`src/rtl/fft_ctrl_pkg.sv`:
```
// Shared types and helpers for the FFT sequencer.
// Holds the state encoding, default sizing and the bit-reverse helper.
package fft_ctrl_pkg;

  typedef enum logic [2:0] {
    IDLE,
    LOAD,
    CALC,
    DRAIN,
    UNLOAD
  } state_e;

  localparam int N_LOG2_DEF = 8;
  localparam int BF_LAT_DEF = 4;
  localparam int BITREV_MAX = 16;

  // Reverse the low w bits of v; upper bits of the result are zero.
  function automatic logic [BITREV_MAX-1:0] bitrev(
    input logic [BITREV_MAX-1:0] v,
    input int                    w
  );
    logic [BITREV_MAX-1:0] full;
    full = {<<{v}};
    return full >> (BITREV_MAX - w);
  endfunction

endpackage

```
`src/rtl/fft_idx_counter.sv`:
```
// Enable-gated up-counter with a programmable terminal value.
// Wraps to zero after the terminal count; tc flags the terminal value.
module fft_idx_counter #(
  parameter int W = 4
) (
  input  logic         clk,
  input  logic         rst,
  input  logic         en,
  input  logic [W-1:0] term,
  output logic [W-1:0] cnt,
  output logic         tc
);

  logic [W-1:0] cnt_q;
  logic [W-1:0] cnt_d;

  always_comb begin
    tc    = (cnt_q == term);
    cnt_d = cnt_q;
    if (en) begin
      cnt_d = tc ? '0 : cnt_q + W'(1);
    end
  end

  always_ff @(posedge clk or posedge rst) begin
    if (rst) begin
      cnt_q <= '0;
    end else begin
      cnt_q <= cnt_d;
    end
  end

  assign cnt = cnt_q;

endmodule

```
`src/rtl/fft_seq_ctrl.sv`:
```
// Frame sequencer for the radix-2 DIF FFT core: load, butterfly
// stages with pipeline drain, then bit-reversed unload.
module fft_seq_ctrl
  import fft_ctrl_pkg::*;
#(
  parameter int N_LOG2 = N_LOG2_DEF,
  parameter int BF_LAT = BF_LAT_DEF
) (
  input  logic                      clk,
  input  logic                      rst,
  input  logic                      start,
  input  logic                      in_valid,
  output logic                      in_ready,
  output logic                      wr_en,
  output logic [N_LOG2-1:0]         wr_addr,
  output logic                      bf_en,
  output logic [N_LOG2-1:0]         bf_addr_a,
  output logic [N_LOG2-1:0]         bf_addr_b,
  output logic [N_LOG2-2:0]         tw_idx,
  output logic [$clog2(N_LOG2)-1:0] stage,
  input  logic                      out_ready,
  output logic                      out_valid,
  output logic [N_LOG2-1:0]         rd_addr,
  output logic                      out_last,
  output logic                      busy,
  output logic                      done
);

  localparam int W  = N_LOG2;
  localparam int KW = N_LOG2 - 1;
  localparam int SW = $clog2(N_LOG2);

  localparam logic [W-1:0]  N_TERM = '1;
  localparam logic [KW-1:0] K_TERM = '1;
  localparam logic [SW-1:0] S_TERM = SW'(N_LOG2 - 1);
  localparam logic [3:0]    D_TERM =
    4'(BF_LAT == 0 ? 0 : BF_LAT - 1);

  state_e state_q, state_d;
  logic   done_q, done_d;

  logic [W-1:0]  nm;
  logic [KW-1:0] k;
  logic [SW-1:0] stg;
  logic [3:0]    drain_unused;
  logic nm_tc, k_tc, s_tc, d_tc;
  logic nm_en, k_en, s_en, d_en;

  logic [SW-1:0] sh;
  logic [W-1:0]  kw, msk, j, g, a, span;

  fft_idx_counter #(.W(W)) u_nm (
    .clk(clk), .rst(rst), .en(nm_en),
    .term(N_TERM), .cnt(nm), .tc(nm_tc)
  );

  fft_idx_counter #(.W(KW)) u_k (
    .clk(clk), .rst(rst), .en(k_en),
    .term(K_TERM), .cnt(k), .tc(k_tc)
  );

  fft_idx_counter #(.W(4)) u_drain (
    .clk(clk), .rst(rst), .en(d_en),
    .term(D_TERM), .cnt(drain_unused), .tc(d_tc)
  );

  fft_idx_counter #(.W(SW)) u_stage (
    .clk(clk), .rst(rst), .en(s_en),
    .term(S_TERM), .cnt(stg), .tc(s_tc)
  );

  always_ff @(posedge clk or posedge rst) begin
    if (rst) begin
      state_q <= IDLE;
      done_q  <= 1'b0;
    end else begin
      state_q <= state_d;
      done_q  <= done_d;
    end
  end

  always_comb begin
    state_d = state_q;
    s_en    = 1'b0;
    done_d  = 1'b0;
    unique case (state_q)
      IDLE:   if (start) state_d = LOAD;
      LOAD:   if (in_valid && nm_tc) state_d = CALC;
      CALC: begin
        if (k_tc) begin
          if (BF_LAT != 0) begin
            state_d = DRAIN;
          end else begin
            s_en    = 1'b1;
            state_d = s_tc ? UNLOAD : CALC;
          end
        end
      end
      DRAIN: begin
        if (d_tc) begin
          s_en    = 1'b1;
          state_d = s_tc ? UNLOAD : CALC;
        end
      end
      UNLOAD: begin
        if (out_ready && nm_tc) begin
          state_d = IDLE;
          done_d  = 1'b1;
        end
      end
      default: state_d = IDLE;
    endcase
  end

  // Butterfly pair: group g of width 2*span, offset j inside it.
  always_comb begin
    sh   = S_TERM - stg;
    kw   = W'(k);
    span = W'(1) << sh;
    msk  = span - W'(1);
    j    = kw & msk;
    g    = kw >> sh;
    a    = ((g << sh) << 1) | j;
  end

  always_comb begin
    in_ready  = (state_q == LOAD);
    bf_en     = (state_q == CALC);
    out_valid = (state_q == UNLOAD);
    busy      = (state_q != IDLE);
    wr_en     = in_ready & in_valid;
    wr_addr   = in_ready ? nm : '0;
    bf_addr_a = bf_en ? a : '0;
    bf_addr_b = bf_en ? a + span : '0;
    tw_idx    = bf_en ? KW'(j << stg) : '0;
    stage     = stg;
    rd_addr   = out_valid ?
      W'(bitrev(BITREV_MAX'(nm), W)) : '0;
    out_last  = out_valid & nm_tc;
    done      = done_q;
    nm_en     = wr_en | (out_valid & out_ready);
    k_en      = bf_en;
    d_en      = (state_q == DRAIN);
  end

endmodule

```
`config.mk`:
```
export PLATFORM = sky130hd
export DESIGN_NAME = fft_seq_ctrl
export DESIGN_NICKNAME = d
export VERILOG_FILES = /design/src/rtl/fft_ctrl_pkg.sv /design/src/rtl/fft_idx_counter.sv /design/src/rtl/fft_seq_ctrl.sv
export SDC_FILE = /design/constraint.sdc
export NUM_CORES = 1
export LEC_CHECK = 0
export ABC_AREA = 1
export CORE_MARGIN = 2
export CORE_UTILIZATION = 45
export DETAILED_ROUTE_END_ITERATION = 10
export PLACE_DENSITY_LB_ADDON = 0.2
export SETUP_SLACK_MARGIN = 0.1
export SKIP_CTS_REPAIR_TIMING = 1
export SLEW_MARGIN = 0
export SYNTH_ARGS = -nofsm -noshare
export SYNTH_HDL_FRONTEND = slang
export SYNTH_HIERARCHICAL = 1
export SYNTH_SLANG_ARGS = --single-unit
```
`constraint.sdc`:
```
create_clock -name clk -period 4.85 [get_ports clk]
set_clock_uncertainty 0.1 [all_clocks]
set_input_delay 0.97 -clock clk [delete_from_list [all_inputs] [get_ports clk]]
set_output_delay 0.97 -clock clk [all_outputs]
set_load 0.1 [all_outputs]
```
==> flow_summary_export.csv, run 1 <==
group,metric,value,unit
floorplanning,fp.dieW,89.16,um
floorplanning,start_util,45.72,%
critical_path,cp_common_cell,"nand2_1",
critical_path,path_class,"reg -> out",
logic_synthesis,yosysWarnings,6,
floorplanning,rows,31,
clock_network,clk_pin_slew,0.08,ns
global_routing,grt_pass1_vias,3000,
finish,fin_cells,726,
detailed_routing,vias,3351,
logic_synthesis,syn_inst,538,
critical_path,crit_start,"u_stage/cnt[2]$_DFFE_PP0P_",
global_routing,antenna_found_initial,0,
detailed_routing,drt_iter0_markers,133,
clock_network,cts_max_path_buffers,2,
critical_path,critPathCaptureType,"output pin",
critical_path,r2r_slack,2.14,ns
critical_path,cp.required,3.78,ns
place,placed_area,0.004025,mm2
timing,setup_viol,0,
logic_synthesis,avgSynthCellArea,6.065,um2
timing,grt_setup_unrepaired,"no",
critical_path,reg2reg_depth,12,
global_routing,grt_max_degree,23,
timing,timing_worst_slew_pin_value,0.9746,ns
floorplanning,die-height,89.16,um
detailed_routing,ant_nets,0,
logic_synthesis,ys_ff_latch,26,
place,hpwl,6138,um
floorplanning,die_area,0.007949,mm2
worst_hold_path,hold_depth,2,
critical_path,setup.worst_path.start_class,"flop",
detailed_routing,drc_errors,0,
timing,layout_min_cycle_time,4.435,ns
finish,fin_nets,645,
finish,fin_area,0.004128,mm2
finish,areaGrowthSynthToFinish,26.50,%
worst_hold_path,hp-start,"state_q[0]$_DFFE_PP0P_",
clock_network,cts_tree,"built",
detailed_routing,first_pass_iters,5,
finish,num_antenna_cells,0,
timing,timing.final.crit_share,91.45,%
worst_hold_path,hold_end,"state_q[0]$_DFFE_PP0P_",
global_routing,grt_usage,20.26,%
global_routing,gr-total-overflow,0,
place,port_buffers,53,
place,dpl.cell_count,718,
timing,finalHoldViolations,0,
critical_path,crit_fanout,12,
timing,fmax,225.5,MHz
clock_network,cts_root_buffer,"clkbuf_8",
global_routing,grt_pass1_wl,13170,um
critical_path,max_stage_delay,0.52,ns
detailed_routing,wl_per_cell,10.67,um
clock_network,cts_buffers,3,
critical_path,worst-path-buf-inv,5,
logic_synthesis,synth_cell_types,42,
critical_path,cp.depth,21,
critical_path,crit_slowest_cell,"dfrtp_2",
logic_synthesis,synthesis.area,0.003263,mm2
critical_path,arrival,3.37,ns
floorplanning,core_area,0.007137,mm2
clock_network,cts_sinks,26,
floorplanning,io_pins,54,
run,max_cap_violations,0,
worst_hold_path,hold_path_class,"reg -> reg",
finish,drive_above_1_share,18.18,%
clock_network,clk-insertion-delay-late,0.27,ns
timing,drv_slew,0,
place,gp_congestion,0.8536,
clock_network,htree_levels,1,
critical_path,r2r_end,"u_nm/cnt[4]$_DFFE_PP0P_",
detailed_routing,vias_per_cell,4.616,
critical_path,r2r_start,"state_q[2]$_DFFE_PP0P_",
critical_path,cp_cell_sequence,"inv_2, nor2_1, inv_1, ha_1, inv_1, nor2_1, o21a_1, nand2_1, nand2_1, inv_1, nand2_1, ha_4, nand2_1, nand2_1, nand2_1, nand3_1, o21ai_0, nand2_1, nand3_1, a21oi_4, buf_12",
outcome,status,"finished clean",
timing,maxSlewHeadroom,34.82,%
logic_synthesis,synth_seq_area_share,19.94,%
critical_path,critical-path-top-delay-family,"simple AND/OR/NAND/NOR gates",
detailed_routing,totalWireLength,7749,um
## placed cells by master, fill, tap and decap left out, drive strengths merged
cell type      Yosys  layout
or2                2       2
a21oi             27      27
nand4              9       9
xor2              15      15
o211ai             4       4
a31oi              2       2
clkbuf             2       5
clkinv             4       4
o22ai              3       3
dfrtp             26      26
o31ai              1       1
nand3             27      27
o21ai             19      19
inv              104     104
ha                11      11
buf               11      32
nor3               5       5
a21boi             1       1
nor2              67      67
clkdlybuf4s50      0      28
conb               2      39
a21o               2       2
fa                 1       1
o21a               1       1
xnor2              6       6
nand2            186     186
## synth_stat cells
cell type,n,area (um2)
a21oi_2,10,87.58
buf_4,4,30.03
nand2_1,172,645.6
a21boi_2,1,11.26
nor2_4,4,45.04
nand3_2,5,50.05
clkbuf_1,2,7.510
xnor2_1,5,43.79
nor3_1,4,20.02
nand4_2,2,25.02
nor3_2,1,10.01
o21ai_0,11,55.05
o211ai_2,1,12.51
conb_1,2,7.510
nand3_1,20,100.1
nand4_1,7,43.79
or2_2,2,12.51
a21oi_1,17,85.08
o22ai_1,3,18.77
o21ai_1,5,25.02
o21ai_2,3,26.28
ha_1,11,137.6
nor2_2,11,68.82
nand2_2,13,81.33
dfrtp_1,26,650.6
inv_2,8,30.03
nor2_1,51,191.4
inv_1,96,360.4
xor2_1,15,131.4
buf_6,5,56.30
fa_1,1,20.02
buf_2,2,10.01
o21a_1,1,7.510
nand3_4,2,35.03
o211ai_1,3,22.52
a21o_1,2,15.01
xnor2_2,1,16.27
clkinv_1,4,15.01
nor2_8,1,20.02
a31oi_1,2,12.51
nand2_4,1,11.26
o31ai_1,1,7.510
## registers in the layout (all words and copies together), names as in the netlist
| name | count |
|---|---|
| u_k/cnt | 7 |
| u_stage/cnt | 3 |
| state_q | 3 |
| u_drain/cnt | 4 |
| done | 1 |
| u_nm/cnt | 8 |
## final cells by class
class / instances / area [um2]
clock buffers: 4 / 55.05
flip-flops and latches: 26 / 659.4
fillers: 726 / 3009
repair buffers: 61 / 578.1
inverters: 108 / 407.9
multi-input cells: 428 / 2303
well taps: 99 / 123.9
## tightest hold or removal path, cell delays in order (launching register included)
cell,delay [ns]
dfrtp_1,0.40
inv_1,0.08
a21oi_1,0.06
## layer usage
layer	GRT usage [%]	part of all wire, %	up-vias
li1	-	-	1771
met3	1.477	4.4	6
met4	4.206	0.81	0
met5	0	0	-
met2	35.56	48	97
met1	27.40	46	1477
## how the worst max path moves through the flow
stage / to
after floorplan: wr_addr[0]
after global placement: bf_addr_b[7]
after detailed placement: bf_addr_b[7]
after CTS: bf_addr_b[7]
after global routing: bf_addr_b[7]
final: bf_addr_b[7]
## per-stage QoR
stage / util (%) / TNS (ns) / worst slack [ns] / hold WS (ns)
after CTS: 57.17 / 0 / 0.2378 / 0.4823
after floorplan: - / -0.7077 / -0.07864 / 0.4259
after global routing: 57.84 / 0 / 0.1187 / 0.5259
after global placement: 56.40 / 0 / 0.6727 / 0.4536
after detailed placement: 56.40 / 0 / 0.5386 / 0.4634
final: 57.84 / 0 / 0.4149 / 0.4797
## logic make-up (layout without fill, tap and decap cells)
group | count (synthesis) | count (layout) | share of synthesized area, %
other cells | 2 | 39 | 0.2301
simple gates | 296 | 296 | 41.68
flops | 26 | 26 | 19.94
compound gates | 60 | 60 | 11.85
fa+ha+maj | 12 | 12 | 4.831
buf+inv | 121 | 173 | 15.61
xor+xnor | 21 | 21 | 5.867
Power of run 1 is not shown: default switching activity piles up to over one toggle a cycle in this logic, so the estimate is an artifact.
==> run 2: changes to the inputs <==
--- a/config.mk
+++ b/config.mk
@@ -5,7 +5,6 @@
 export SDC_FILE = /design/constraint.sdc
 export NUM_CORES = 1
 export LEC_CHECK = 0
-export ABC_AREA = 1
 export CORE_MARGIN = 2
 export CORE_UTILIZATION = 45
 export DETAILED_ROUTE_END_ITERATION = 10
==> run 2 against run 1 <==
  * Synthesized cell count is 39% lower
  * Die area is 19% lower
  * Non-clock buffer count is 4 lower
  * Critical path depth is 9 lower
  * Count of clock-buffer cells in the layout is 1 lower
  * Final cell count is 36% lower
  * Worst setup slack worse by 0.088 ns
  * Hold slack worse by 0.0038 ns
  * First-iteration DRC count is 4.5% lower
  * Register-to-register slack better by 0.15 ns
  * Flip-flop and latch count stayed put
==> flow_summary_export.csv, run 2 <==
group,metric,value,unit
timing,finalHoldWorstSlack,0.4759,ns
timing,layout_min_cycle_time,4.523,ns
timing,maxSlewHeadroom,34.32,%
floorplanning,io_pins,54,
global_routing,antenna_found_initial,0,
finish,drive_above_1_share,17.47,%
timing,drv_slew,0,
finish,areaGrowthSynthToFinish,30.26,%
logic_synthesis,synth_top_cell_by_area,"dfrtp_1",
detailed_routing,vias,2503,
detailed_routing,vias_per_cell,5.360,
logic_synthesis,synth_area_leaders,"dfrtp_1 (25%), xnor2_1 (7.4%), and2_1 (5.5%), ha_1 (5.3%), nand2_1 (3.9%)",
power_and_ir_drop,switching_power,0.001041,W
global_routing,grt_usage,20.51,%
power_and_ir_drop,p_sw_share,56.84,%
floorplanning,die_area,0.006422,mm2
power_and_ir_drop,power.total,0.001832,W
finish,fillers,509,
clock_network,cts_tree,"built",
floorplanning,start_util,47.09,%
power_and_ir_drop,sequentialPowerShare,21.7,%
global_routing,use_met2,36.50,%
detailed_routing,first_pass_iters,4,
clock_network,clk-insertion-delay-late,0.28,ns
global_routing,grt_pass1_wl,10580,um
logic_synthesis,synthesis.area,0.002609,mm2
critical_path,cp.required,3.78,ns
detailed_routing,totalWireLength,6491,um
global_routing,use_met1,25.56,%
logic_synthesis,synth_cell_types,63,
power_and_ir_drop,vdd_drop_max,0.6108,mV
floorplanning,fp.dieW,80.14,um
power_and_ir_drop,pwr_density_cell,539.2,mW/mm2
power_and_ir_drop,clkPwrFrac,9.9,%
outcome,status,"finished clean",
global_routing,met3_usage,2.584,%
place,gp_congestion,0.8723,
clock_network,clk_pin_slew,0.10,ns
timing,setup_viol,0,
floorplanning,die-height,80.14,um
critical_path,crit_fanout,8,
detailed_routing,ant_nets,0,
detailed_routing,drc_errors,0,
finish,final_cell_mix,"buf_4 (34), nand2_1 (27), conb_1 (25)",
logic_synthesis,synthFlopType,"dfrtp_1",
global_routing,grt_pass1_vias,2314,
critical_path,setup.worst_path.start_class,"flop",
logic_synthesis,synth_top_area_share,24.94,%
finish,num_antenna_cells,0,
finish,largest_reg_flops,8,
timing,fin_ws,0.3272,ns
clock_network,cts_root_buffer,"clkbuf_8",
logic_synthesis,avgSynthCellArea,7.978,um2
global_routing,grt-busiest-layer,"met2",
timing,finalHoldViolations,0,
finish,final_common_cell,"buf_4",
power_and_ir_drop,pwr-share-comb,68.4,%
timing,timing.final.crit_share,93.25,%
clock_network,cts_sinks,26,
floorplanning,rows,27,
place,dpl_worst_slack,0.3271,ns
logic_synthesis,synth_seq_area_share,24.94,%
clock_network,htree_levels,1,
timing,timing_worst_slew_pin_value,0.9821,ns
finish,fin_nets,413,
detailed_routing,drt_iter0_markers,127,
worst_hold_path,hold_path_class,"reg -> reg",
detailed_routing,wl_per_cell,13.90,um
logic_synthesis,syn_inst,327,
critical_path,path_class,"reg -> out",
global_routing,gr-total-overflow,0,
place,port_buffers,53,
run,max_cap_violations,0,
timing,grt_setup_unrepaired,"no",
logic_synthesis,yosysMostFrequentCell,"nand2_1",
place,hpwl,4876,um
logic_synthesis,yosysWarnings,6,
logic_synthesis,async_flop_share,100.0,%
clock_network,cts_max_path_buffers,2,
logic_synthesis,ys_ff_latch,26,
power_and_ir_drop,internal_power,0.0007908,W
global_routing,grt_max_degree,26,
logic_synthesis,ys_top_cells_by_count,"nand2_1 (27), dfrtp_1 (26), and2_1 (23)",
timing,fmax,221.1,MHz
floorplanning,core_area,0.005540,mm2
logic_synthesis,synth_edf_count,0,
critical_path,critPathCaptureType,"output pin",
clock_network,cts_buffers,3,
power_and_ir_drop,p_leak,1.546,nW
critical_path,arrival,3.45,ns
## run 2: changes by cell type in the layout (fill, tap and decap cells not counted), sizes merged, moves of 8 or more
cell           before  now
nand3              27    9
conb               39   25
nand2b              0    8
nand2             186   27
nor2               67   21
inv               104   21
xnor2               6   22
clkdlybuf4s50      28   18
and2                0   23
## run 2: cell type report
class,instances,area [um2],share of cell area (%)
clock buffer,3,41.29,1.215
clock inverter,1,30.03,0.8837
timing repair buffer,57,520.5,15.32
inverter,21,83.83,2.467
sequential,26,661.9,19.48
multi-input combinational,287,1971,57.99
tap,72,90.09,2.651
## run 2: path summary, 6_finish.rpt
check	from	endpoint	slack, ns	depth (start not counted)
min in group asynchronous	rst	u_stage/cnt[1]$_DFFE_PP0P_	0.91	2
hold reg to reg	state_q[2]$_DFFE_PP0P_	state_q[0]$_DFFE_PP0P_	0.48	1
setup / recovery	u_stage/cnt[0]$_DFFE_PP0P_	bf_addr_b[7]	0.33	12
max in group asynchronous	rst	u_nm/cnt[5]$_DFFE_PP0P_	3.40	2
hold / removal	state_q[2]$_DFFE_PP0P_	state_q[0]$_DFFE_PP0P_	0.48	1
setup reg to reg	state_q[1]$_DFFE_PP0P_	u_nm/cnt[7]$_DFFE_PP0P_	2.29	7
## run 2: power by group through the flow
stage	clock network, W	logic [W]	registers (W)
2_1_floorplan	0	0.000983	0.000409
4_1_cts	0.000184	0.00123	0.000405
5_1_grt	0.000193	0.00135	0.000414
3_3_place_gp	0	0.00121	0.000406
6_report	0.000182	0.00125	0.000397
3_5_place_dp	0	0.00122	0.000408
## run 2: critical path, stage by stage, from the launching register on
cell	delay, ns
dfrtp_4	0.48
inv_1	0.15
nand3_1	0.20
ha_2	0.30
nand3b_1	0.16
o21ai_0	0.17
a32o_1	0.17
ha_1	0.27
a211o_1	0.36
a2111oi_4	0.45
o21ai_1	0.15
o31ai_4	0.09
buf_12	0.21
## run 2: cells by family (layout without fill, tap and decap cells)
| family | Yosys count | after routing | share of synthesized area, % |
|---|---|---|---|
| other | 2 | 25 | 0.2879 |
| multiplexers | 6 | 6 | 2.350 |
| AO/OA/AOI/OAI | 76 | 76 | 19.33 |
| XOR/XNOR | 33 | 33 | 11.08 |
| buffers and inverters | 37 | 82 | 6.139 |
| adder cells (fa/ha/maj) | 12 | 12 | 6.043 |
| flip-flops | 26 | 26 | 24.94 |
| AND/OR/NAND/NOR | 135 | 135 | 29.83 |
## run 2: routing by layer
layer | up-vias | share of wire, %
li1 | 1261 | -
met1 | 1176 | 43
met2 | 59 | 52
met3 | 7 | 3.5
met4 | 0 | 1.1
met5 | - | 0
## run 2: per-stage QoR
stage / cell area (um2) / setup TNS, ns / util (%) / cells
CTS: 3363 / 0 / 60.70 / 464
global route: 3398 / 0 / 61.34 / 467
finish: 3398 / 0 / 61.34 / 467
global placement: 3292 / 0 / 59.42 / 460
floorplan: 2781 / -0.02410 / - / 350
detailed placement: 3292 / 0 / 59.42 / 460
(Power assumes the default switching activity.)
